<file path="src/rtl/aes_inv_shift_mix.sv">
// Inverse-cipher round stage: InvShiftRows at capture, then InvMixColumns one
// column per cycle, with a per-transaction bypass for the final round.
module aes_inv_shift_mix #(
    parameter bit BYPASS_EN = 1'b1
) (
    input  logic         clk,
    input  logic         rst_n,
    input  logic         in_valid,
    output logic         in_ready,
    input  logic [127:0] in_state,
    input  logic         bypass_mix,
    output logic         out_valid,
    input  logic         out_ready,
    output logic [127:0] out_state
);

    typedef enum logic [1:0] {
        ST_IDLE = 2'd0,
        ST_MIX  = 2'd1,
        ST_DONE = 2'd2
    } state_t;

    state_t       state_r;
    logic [1:0]   col_r;
    logic [127:0] work_r;
    logic [127:0] out_state_r;
    logic         in_ready_r;
    logic         out_valid_r;

    logic         accept_s;
    logic [127:0] shifted_s;
    logic [31:0]  work_col_s;
    logic [31:0]  mixed_col_s;
    logic [127:0] next_out_s;

    function automatic logic [7:0] xtime(input logic [7:0] b);
        xtime = {b[6:0], 1'b0} ^ (b[7] ? 8'h1b : 8'h00);
    endfunction

    function automatic logic [7:0] mul_9(input logic [7:0] b);
        mul_9 = xtime(xtime(xtime(b))) ^ b;
    endfunction

    function automatic logic [7:0] mul_b(input logic [7:0] b);
        mul_b = xtime(xtime(xtime(b))) ^ xtime(b) ^ b;
    endfunction

    function automatic logic [7:0] mul_d(input logic [7:0] b);
        mul_d = xtime(xtime(xtime(b))) ^ xtime(xtime(b)) ^ b;
    endfunction

    function automatic logic [7:0] mul_e(input logic [7:0] b);
        mul_e = xtime(xtime(xtime(b))) ^ xtime(xtime(b)) ^ xtime(b);
    endfunction

    // Column is {a0,a1,a2,a3} with a0 in the top byte (row 0).
    function automatic logic [31:0] inv_mix_col(input logic [31:0] col);
        logic [7:0] a0;
        logic [7:0] a1;
        logic [7:0] a2;
        logic [7:0] a3;
        a0 = col[31:24];
        a1 = col[23:16];
        a2 = col[15:8];
        a3 = col[7:0];
        inv_mix_col = {mul_e(a0) ^ mul_b(a1) ^ mul_d(a2) ^ mul_9(a3),
                       mul_e(a1) ^ mul_b(a2) ^ mul_d(a3) ^ mul_9(a0),
                       mul_e(a2) ^ mul_b(a3) ^ mul_d(a0) ^ mul_9(a1),
                       mul_e(a3) ^ mul_b(a0) ^ mul_d(a1) ^ mul_9(a2)};
    endfunction

    // Row r rotates right by r: out(r,c) = in(r,(c-r) mod 4).
    function automatic logic [127:0] inv_shift_rows(input logic [127:0] s);
        inv_shift_rows = {s[127:120], s[23:16],   s[47:40],  s[71:64],
                          s[95:88],   s[119:112], s[15:8],   s[39:32],
                          s[63:56],   s[87:80],   s[111:104], s[7:0],
                          s[31:24],   s[55:48],   s[79:72],  s[103:96]};
    endfunction

    assign accept_s  = in_valid && in_ready_r;
    assign shifted_s = inv_shift_rows(in_state);

    // Select the working column, mix it, and merge it into the output image.
    always_comb begin
        work_col_s = 32'h0000_0000;
        next_out_s = out_state_r;
        case (col_r)
            2'd0:    work_col_s = work_r[127:96];
            2'd1:    work_col_s = work_r[95:64];
            2'd2:    work_col_s = work_r[63:32];
            2'd3:    work_col_s = work_r[31:0];
            default: work_col_s = 32'h0000_0000;
        endcase
        mixed_col_s = inv_mix_col(work_col_s);
        case (col_r)
            2'd0:    next_out_s[127:96] = mixed_col_s;
            2'd1:    next_out_s[95:64]  = mixed_col_s;
            2'd2:    next_out_s[63:32]  = mixed_col_s;
            2'd3:    next_out_s[31:0]   = mixed_col_s;
            default: next_out_s = out_state_r;
        endcase
    end

    // Control FSM with registered handshake outputs and result register.
    always_ff @(posedge clk or negedge rst_n) begin
        if (!rst_n) begin
            state_r     <= ST_IDLE;
            col_r       <= 2'd0;
            work_r      <= 128'h0;
            out_state_r <= 128'h0;
            in_ready_r  <= 1'b1;
            out_valid_r <= 1'b0;
        end else begin
            case (state_r)
                ST_IDLE: begin
                    if (accept_s) begin
                        work_r     <= shifted_s;
                        in_ready_r <= 1'b0;
                        if (bypass_mix && BYPASS_EN) begin
                            out_state_r <= shifted_s;
                            out_valid_r <= 1'b1;
                            state_r     <= ST_DONE;
                        end else begin
                            col_r   <= 2'd0;
                            state_r <= ST_MIX;
                        end
                    end
                end
                ST_MIX: begin
                    out_state_r <= next_out_s;
                    col_r       <= col_r + 2'd1;
                    // Column 3 is the last; the counter wraps to 0 here too.
                    if (col_r == 2'd3) begin
                        out_valid_r <= 1'b1;
                        state_r     <= ST_DONE;
                    end
                end
                ST_DONE: begin
                    if (out_ready) begin
                        out_valid_r <= 1'b0;
                        in_ready_r  <= 1'b1;
                        state_r     <= ST_IDLE;
                    end
                end
                default: begin
                    state_r     <= ST_IDLE;
                    col_r       <= 2'd0;
                    in_ready_r  <= 1'b1;
                    out_valid_r <= 1'b0;
                end
            endcase
        end
    end

    assign in_ready  = in_ready_r;
    assign out_valid = out_valid_r;
    assign out_state = out_state_r;

    aes_inv_shift_mix_chk u_chk (
        .clk       (clk),
        .rst_n     (rst_n),
        .in_ready  (in_ready_r),
        .out_valid (out_valid_r),
        .out_ready (out_ready),
        .out_state (out_state_r),
        .state     (state_r),
        .col       (col_r)
    );

endmodule

// Handshake and sequencing invariants for aes_inv_shift_mix (assertions only).
module aes_inv_shift_mix_chk (
    input logic         clk,
    input logic         rst_n,
    input logic         in_ready,
    input logic         out_valid,
    input logic         out_ready,
    input logic [127:0] out_state,
    input logic [1:0]   state,
    input logic [1:0]   col
);

    // Accepting and presenting are mutually exclusive (no overlap).
    a_ready_excl: assert property (@(posedge clk) disable iff (!rst_n)
        !(in_ready && out_valid));

    a_hold: assert property (@(posedge clk) disable iff (!rst_n)
        (out_valid && !out_ready) |=> (out_valid && $stable(out_state)));

    a_col_idle: assert property (@(posedge clk) disable iff (!rst_n)
        (state != 2'd1) |-> (col == 2'd0));

endmodule

</file>
<file path="config.mk">
export PLATFORM = sky130hd
export DESIGN_NAME = aes_inv_shift_mix
export DESIGN_NICKNAME = d
export VERILOG_FILES = /design/src/rtl/aes_inv_shift_mix.sv
export SDC_FILE = /design/constraint.sdc
export NUM_CORES = 1
export LEC_CHECK = 0
export BUFFER_PORTS_ARGS = -buffer_cell sky130_fd_sc_hd__buf_2
export CAP_MARGIN = 15
export CORE_MARGIN = 2
export CORE_UTILIZATION = 45
export DETAILED_ROUTE_END_ITERATION = 12
export PLACE_DENSITY = 0.78
export SYNTH_ARGS = -nofsm -noshare
export SYNTH_HDL_FRONTEND = slang
export SYNTH_SLANG_ARGS = --single-unit
</file>
<file path="constraint.sdc">
create_clock -name clk -period 3.12 [get_ports clk]
set_clock_uncertainty 0.1 [all_clocks]
set_input_delay 0.468 -clock clk [delete_from_list [all_inputs] [get_ports clk]]
set_output_delay 0.468 -clock clk [all_outputs]
set_load 0.03 [all_outputs]
</file>
Yosys cells after proc, flatten, opt, wreduce, memory -nomap -nowiden
Index checks and enable logic that the tools add are counted.
Word-level totals
  output and inout port bits: 130
  logic and storage cells: 122
  flip-flop bits (word level): 262
Cells by class
  reduce and logical (&&, ||, !) cells: 13
  add/subtract/negate cells: 1
  bitwise logic cells: 50
  muxes and demuxes: 36
  equality and inequality tests: 13
Operator list (count)
  $xor A8 B8 Y8: 40
  $mux W128: 2
  $pmux W128 S2: 1
  $mux W32: 4
  $pmux W32 S4: 1
  $xor A8 B5 Y8: 8
  $mux W5: 12
  $reduce_and A4 Y1: 5
  $ne A2 B2 Y1 const B: 8
  $mux W2: 6
  $pmux W2 S3: 2
  $reduce_and A3 Y1: 3
  $eq A2 B2 Y1 const B: 3
  $mux W1: 6
  $pmux W1 S3: 2
  $eq A2 B1 Y1 const B: 2
  $logic_not A2 Y1: 2
  $add A2 B1 Y2 const B: 1
  $not A1 Y1: 2
  $reduce_and A2 Y1: 1
  $reduce_bool A2 Y1: 1
  $logic_and A1 B1 Y1: 1

Longest topological paths before layout
  depth after elaboration: 15
  depth in mapped cells: 16
  depth with buffers taken out: 10

Worst setup path after synthesis
OpenSTA, ideal clock, no wires.
  kind: reg-to-reg
  start point: register col_r[0]
  end point: register out_state_r[60], in the netlist out_state[60]
  buffers on the path: 2
  required time: 2.951 ns
  setup time: 0.069 ns
  period minus slack after synthesis: 3.424 ns
  path slack: -0.304 ns
  stages on the path, launching flop included: 13
  arrival: 3.255 ns
  cells stage by stage: dfrtp_1 > inv_1 > ha_1 > buf_6 > buf_6 > a222oi_1 > xor2_1 > a21oi_1 > xnor2_2 > xor3_2 > xor2_2 > or3_1 > nand3_1
Between the ends
  longest elaborated chain between the ends: 13
Ends and longest elaborated chain
  start, declared: RTL line 24  | logic [1:0] col_r;
  start signal, assigned: RTL line 131  | col_r <= col_r + 2'd1;
  $eq A2 B2 Y1 (tied with other cells): RTL line 87  | case (col_r)
  $pmux W32 S4: RTL line 87
  $xor A8 B5 Y8: RTL line 37  | xtime = {b[6:0], 1'b0} ^ (b[7] ? 8'h1b : 8'h00);
  $mux W5 / $xor A8 B8 Y8 (equally long branches): RTL line 37
  $xor A8 B8 Y8 / $mux W5 (equally long branches): RTL line 37
  $xor A8 B8 Y8: RTL line 37
  $xor A8 B8 Y8, on equally long branches (2 in series): RTL line 53, 45
  $xor A8 B8 Y8 (3 in series): RTL line 66  | inv_mix_col = {mul_e(a0) ^ mul_b(a1) ^ mul_d(a2) ^ mul_9(a3),
  $mux W32: RTL line 95  | case (col_r)
  $pmux W128 S2: RTL line 114  | case (state_r)
  end signal, assigned: RTL line 120  | out_state_r <= shifted_s;
  end signal, assigned: RTL line 130  | out_state_r <= next_out_s;
  end, declared: RTL line 26  | logic [127:0] out_state_r;
Several ways; a longest one is shown, not always the timed one. The select of a mux whose other input is x is not followed.
A chain may end at the register's enable or synchronous reset.

Worst setup path in the final report
  start point: register col_r[1]
  end point: register out_state_r[77], in the netlist out_state[77]
Between the ends
  longest elaborated chain between the ends: 13
Ends and longest elaborated chain
  $eq A2 B2 Y1 (tied with other cells): RTL line 87
  $pmux W32 S4: RTL line 87
  $mux W5 / $xor A8 B5 Y8 (equally long branches): RTL line 37
  $xor A8 B5 Y8 / $mux W5 (equally long branches): RTL line 37
  $xor A8 B5 Y8 (2 in series): RTL line 37
  $xor A8 B8 Y8, on equally long branches (2 in series): RTL line 53, 45
  $xor A8 B8 Y8 (3 in series): RTL line 68  | mul_e(a2) ^ mul_b(a3) ^ mul_d(a0) ^ mul_9(a1),
  $mux W32: RTL line 95
  $pmux W128 S2: RTL line 114
Several ways; a longest one is shown, not always the timed one. The select of a mux whose other input is x is not followed.

==> impl_metrics.json <==
{
  "num-fill-cells": 2054,
  "floorplan.die.width_um": 183,
  "netlist-cell-type-count": 60,
  "synth_edf_count": 0,
  "critPathLaunch": "col_r[1]$_DFFE_PN0P_",
  "post-synth-top-area-cell": "dfrtp_1",
  "std_cell_rows": 65,
  "cts_sinks": 262,
  "ctsLongestPathBuffers": 3,
  "async_set_or_reset_flop_fraction_in_the_synthesized_netlist": 1.00,
  "htree_levels": 1,
  "postSynthRegisterBits": 262,
  "globalRoute.totalOverflow": 0,
  "cp-start-kind": "register",
  "path_class": "register to register",
  "netlist_top_cells_area": "dfrtp_1, mux2_2, xnor2_1",
  "wl_per_cell_um": 25.0,
  "routed_wirelength_um": 57000,
  "area_growth_pct": 48.8,
  "die_area_um2": 33400,
  "antenna_violations_before_repair": 1,
  "hold_path.class": "input pin to register",
  "crit_required_ps": 3470,
  "ys_warn_count": 0,
  "post_drt_via_cell_ratio": 6.04,
  "maxClockFrequency_ghz": 0.282,
  "crit_path_max_fanout": 9,
  "clock_tree.root_cell": "clkbuf_16",
  "floorplan.initialDensity": 0.457,
  "maxSlewHeadroom": 0.336,
  "clk_pin_slew_worst_paths_ps": 70,
  "syn-instance-count": 1365,
  "detail_route.first_pass.iterations": 10,
  "max_slew_violation_total_from_the_final_report": 0,
  "drt.antenna.violating_nets": 0,
  "max_cap_viol_count": 0,
  "drt-initial-drc-count": 1452,
  "seq_area_frac_synth": 0.456,
  "timing_hold_violations_final": 0,
  "grt_max_degree": 78,
  "postSynthAreaPerCell_um2": 10.5,
  "num-nets-final": 1997,
  "clkLatencyLatePin_ps": 580,
  "finalSetupViolCount": 128,
  "port_buffers": 262,
  "detailedPlacementHpwl_um": 37100,
  "layout-drive-gt1-share": 0.523,
  "finalWorstPathRequiredPeriod_ps": 3550,
  "failed_checks": "negative setup slack",
  "min_period_over_period": 1.14,
  "grt_setup_unrepaired": "true",
  "synth.top_cell.area_share": 0.454,
  "crit_path_end_kind": "register",
  "gr-usage-all-layers": 0.305,
  "boundaryPins": 263,
  "mapped_cell_area_um2": 14400,
  "place_congestion": 1.03,
  "final_critical_path_setup_slack_ps": -430,
  "max_slew.worst_pin.slew_ps": 996,
  "holdCritStartpoint": "in_state[18]",
  "remaining_drc_errors": 0,
  "clock_tree_from_tritoncts": "done",
  "floorplan.die.height_um": 183,
  "run_status": "finished, violations left",
  "numCtsBuffers": 28,
  "route.vias.total": 13783,
  "reg2reg_from": "col_r[1]$_DFFE_PN0P_",
  "syn-num-nets": 1503,
  "worst_endpoint_data_arrival_time_ps": 3900,
  "grt_first_pass_wirelength_um": 78200,
  "ys.flop_type": "dfrtp_1",
  "via_count_of_the_first_global_routing_pass": 13189,
  "floorplan.core_area_um2": 31500,
  "ff2ff_setup_slack_ps": -430,
  "fin_setup_tns_ps": -41760
}
==> sequential cells by signal, summed over array words and instances (netlist names) <==
register	count
col_r	2
in_ready	1
out_state	128
out_valid	1
state_r	2
work_r	128
==> cells in the mapped netlist (12+ instances only) <==
library cell  instances
and3_1               24
o31ai_1              55
xnor2_1             137
dfrtp_1             261
a21oi_1              80
xnor3_1              19
o21ai_0              49
nand2_1             128
a31oi_1              28
nor2_1              146
a222oi_1             30
o21ai_1              14
nor2b_1              12
mux2_2              127
clkbuf_1             70
buf_2                15
xor2_1               58
==> final cells by class <==
type / count / area (µm²) / share of cell area
flip-flops and latches: 262 / 6560 / 0.307
inverters: 10 / 42.5 / 0.00199
clock buffers: 39 / 812 / 0.0380
multi-input cells: 997 / 9160 / 0.428
well taps: 402 / 503 / 0.0235
repair buffers: 560 / 4130 / 0.193
diodes: 1 / 2.50 / 0.000117
clock inverters: 11 / 171 / 0.00802
==> cells in the final DEF, fill, tap and decap left out, types with 32 or more instances in the layout <==
| cell type | n |
|---|---|
| xnor2_2 | 39 |
| clkbuf_16 | 32 |
| xnor2_1 | 85 |
| buf_6 | 53 |
| buf_2 | 261 |
| nand2_1 | 121 |
| mux2_2 | 126 |
| nor2_1 | 131 |
| xor2_1 | 38 |
| dfrtp_1 | 259 |
| buf_4 | 215 |
| a21oi_1 | 54 |
==> what timing repair did <==
| action | in CTS | in global routing |
|---|---|---|
| gates cloned | 2 | 4 |
| resized for setup | 160 | 191 |
| endpoints found under the hold margin | 72 | 0 |
| pin swaps | 87 | 118 |
| buffers inserted | 42 | 52 |
| hold buffers | 1 | 0 |
| endpoints found under the setup margin | 128 | 128 |
==> worst max-delay path: stages, from the launching register on <==
cell and delay, ps:
dfrtp_2 460, ha_4 220, buf_12 150, buf_8 140, a222oi_1 410, buf_4 280, xor2_1 190, a21oi_2 100
xnor2_1 130, buf_4 140, xnor3_1 430, nor2_1 60, nand3b_1 190, buf_6 200, a31oi_1 210
==> per-layer routing <==
metal / global-route usage / vias up / wire (µm)
met5: 0 / - / 0
met4: 0.128 / 0 / 3280
met3: 0.0547 / 247 / 5560
met2: 0.489 / 981 / 27100
met1: 0.410 / 6821 / 21100
li1: - / 5734 / -
==> cells by family (layout without fill, tap and decap cells) <==
group                    count (synthesis)  after routing  share of synthesized area
other                                    0              1                          0
multiplexers                           136            136                      0.106
AND/OR/NAND/NOR                        341            341                      0.102
XOR/XNOR                               226            226                      0.166
buffers and inverters                  106            620                     0.0332
AO/OA/AOI/OAI                          289            289                      0.132
adder cells (fa/ha/maj)                  5              5                    0.00435
flip-flops                             262            262                      0.456
==> metrics by stage <==
stage / util / hold slack (ps) / area [µm²] / worst slack (ps) / cells
3_3_place_gp: 0.561 / 356 / 17600 / -677 / 2140
5_1_grt: 0.679 / 38.6 / 21400 / -580 / 2282
4_1_cts: 0.630 / 19.2 / 19800 / -293 / 2231
3_5_place_dp: 0.561 / 366 / 17600 / -802 / 2140
6_report: 0.679 / 31.6 / 21400 / -430 / 2282
2_1_floorplan: - / 72.4 / 14500 / -88.1 / 1365
==> worst paths after layout <==
path,endpoint,cells past startpoint
min reg2reg,out_state[27]$_DFFE_PN0P_,2
min,work_r[114]$_DFFE_PN0P_,3
max,out_state[77]$_DFFE_PN0P_,14
max in group asynchronous,work_r[22]$_DFFE_PN0P_,3
max reg2reg,out_state[77]$_DFFE_PN0P_,14
min in group asynchronous,work_r[18]$_DFFE_PN0P_,2
Power is left out: the tool's default activity adds up to more than one toggle a clock period on the data nets, which glitch-free logic cannot reach.
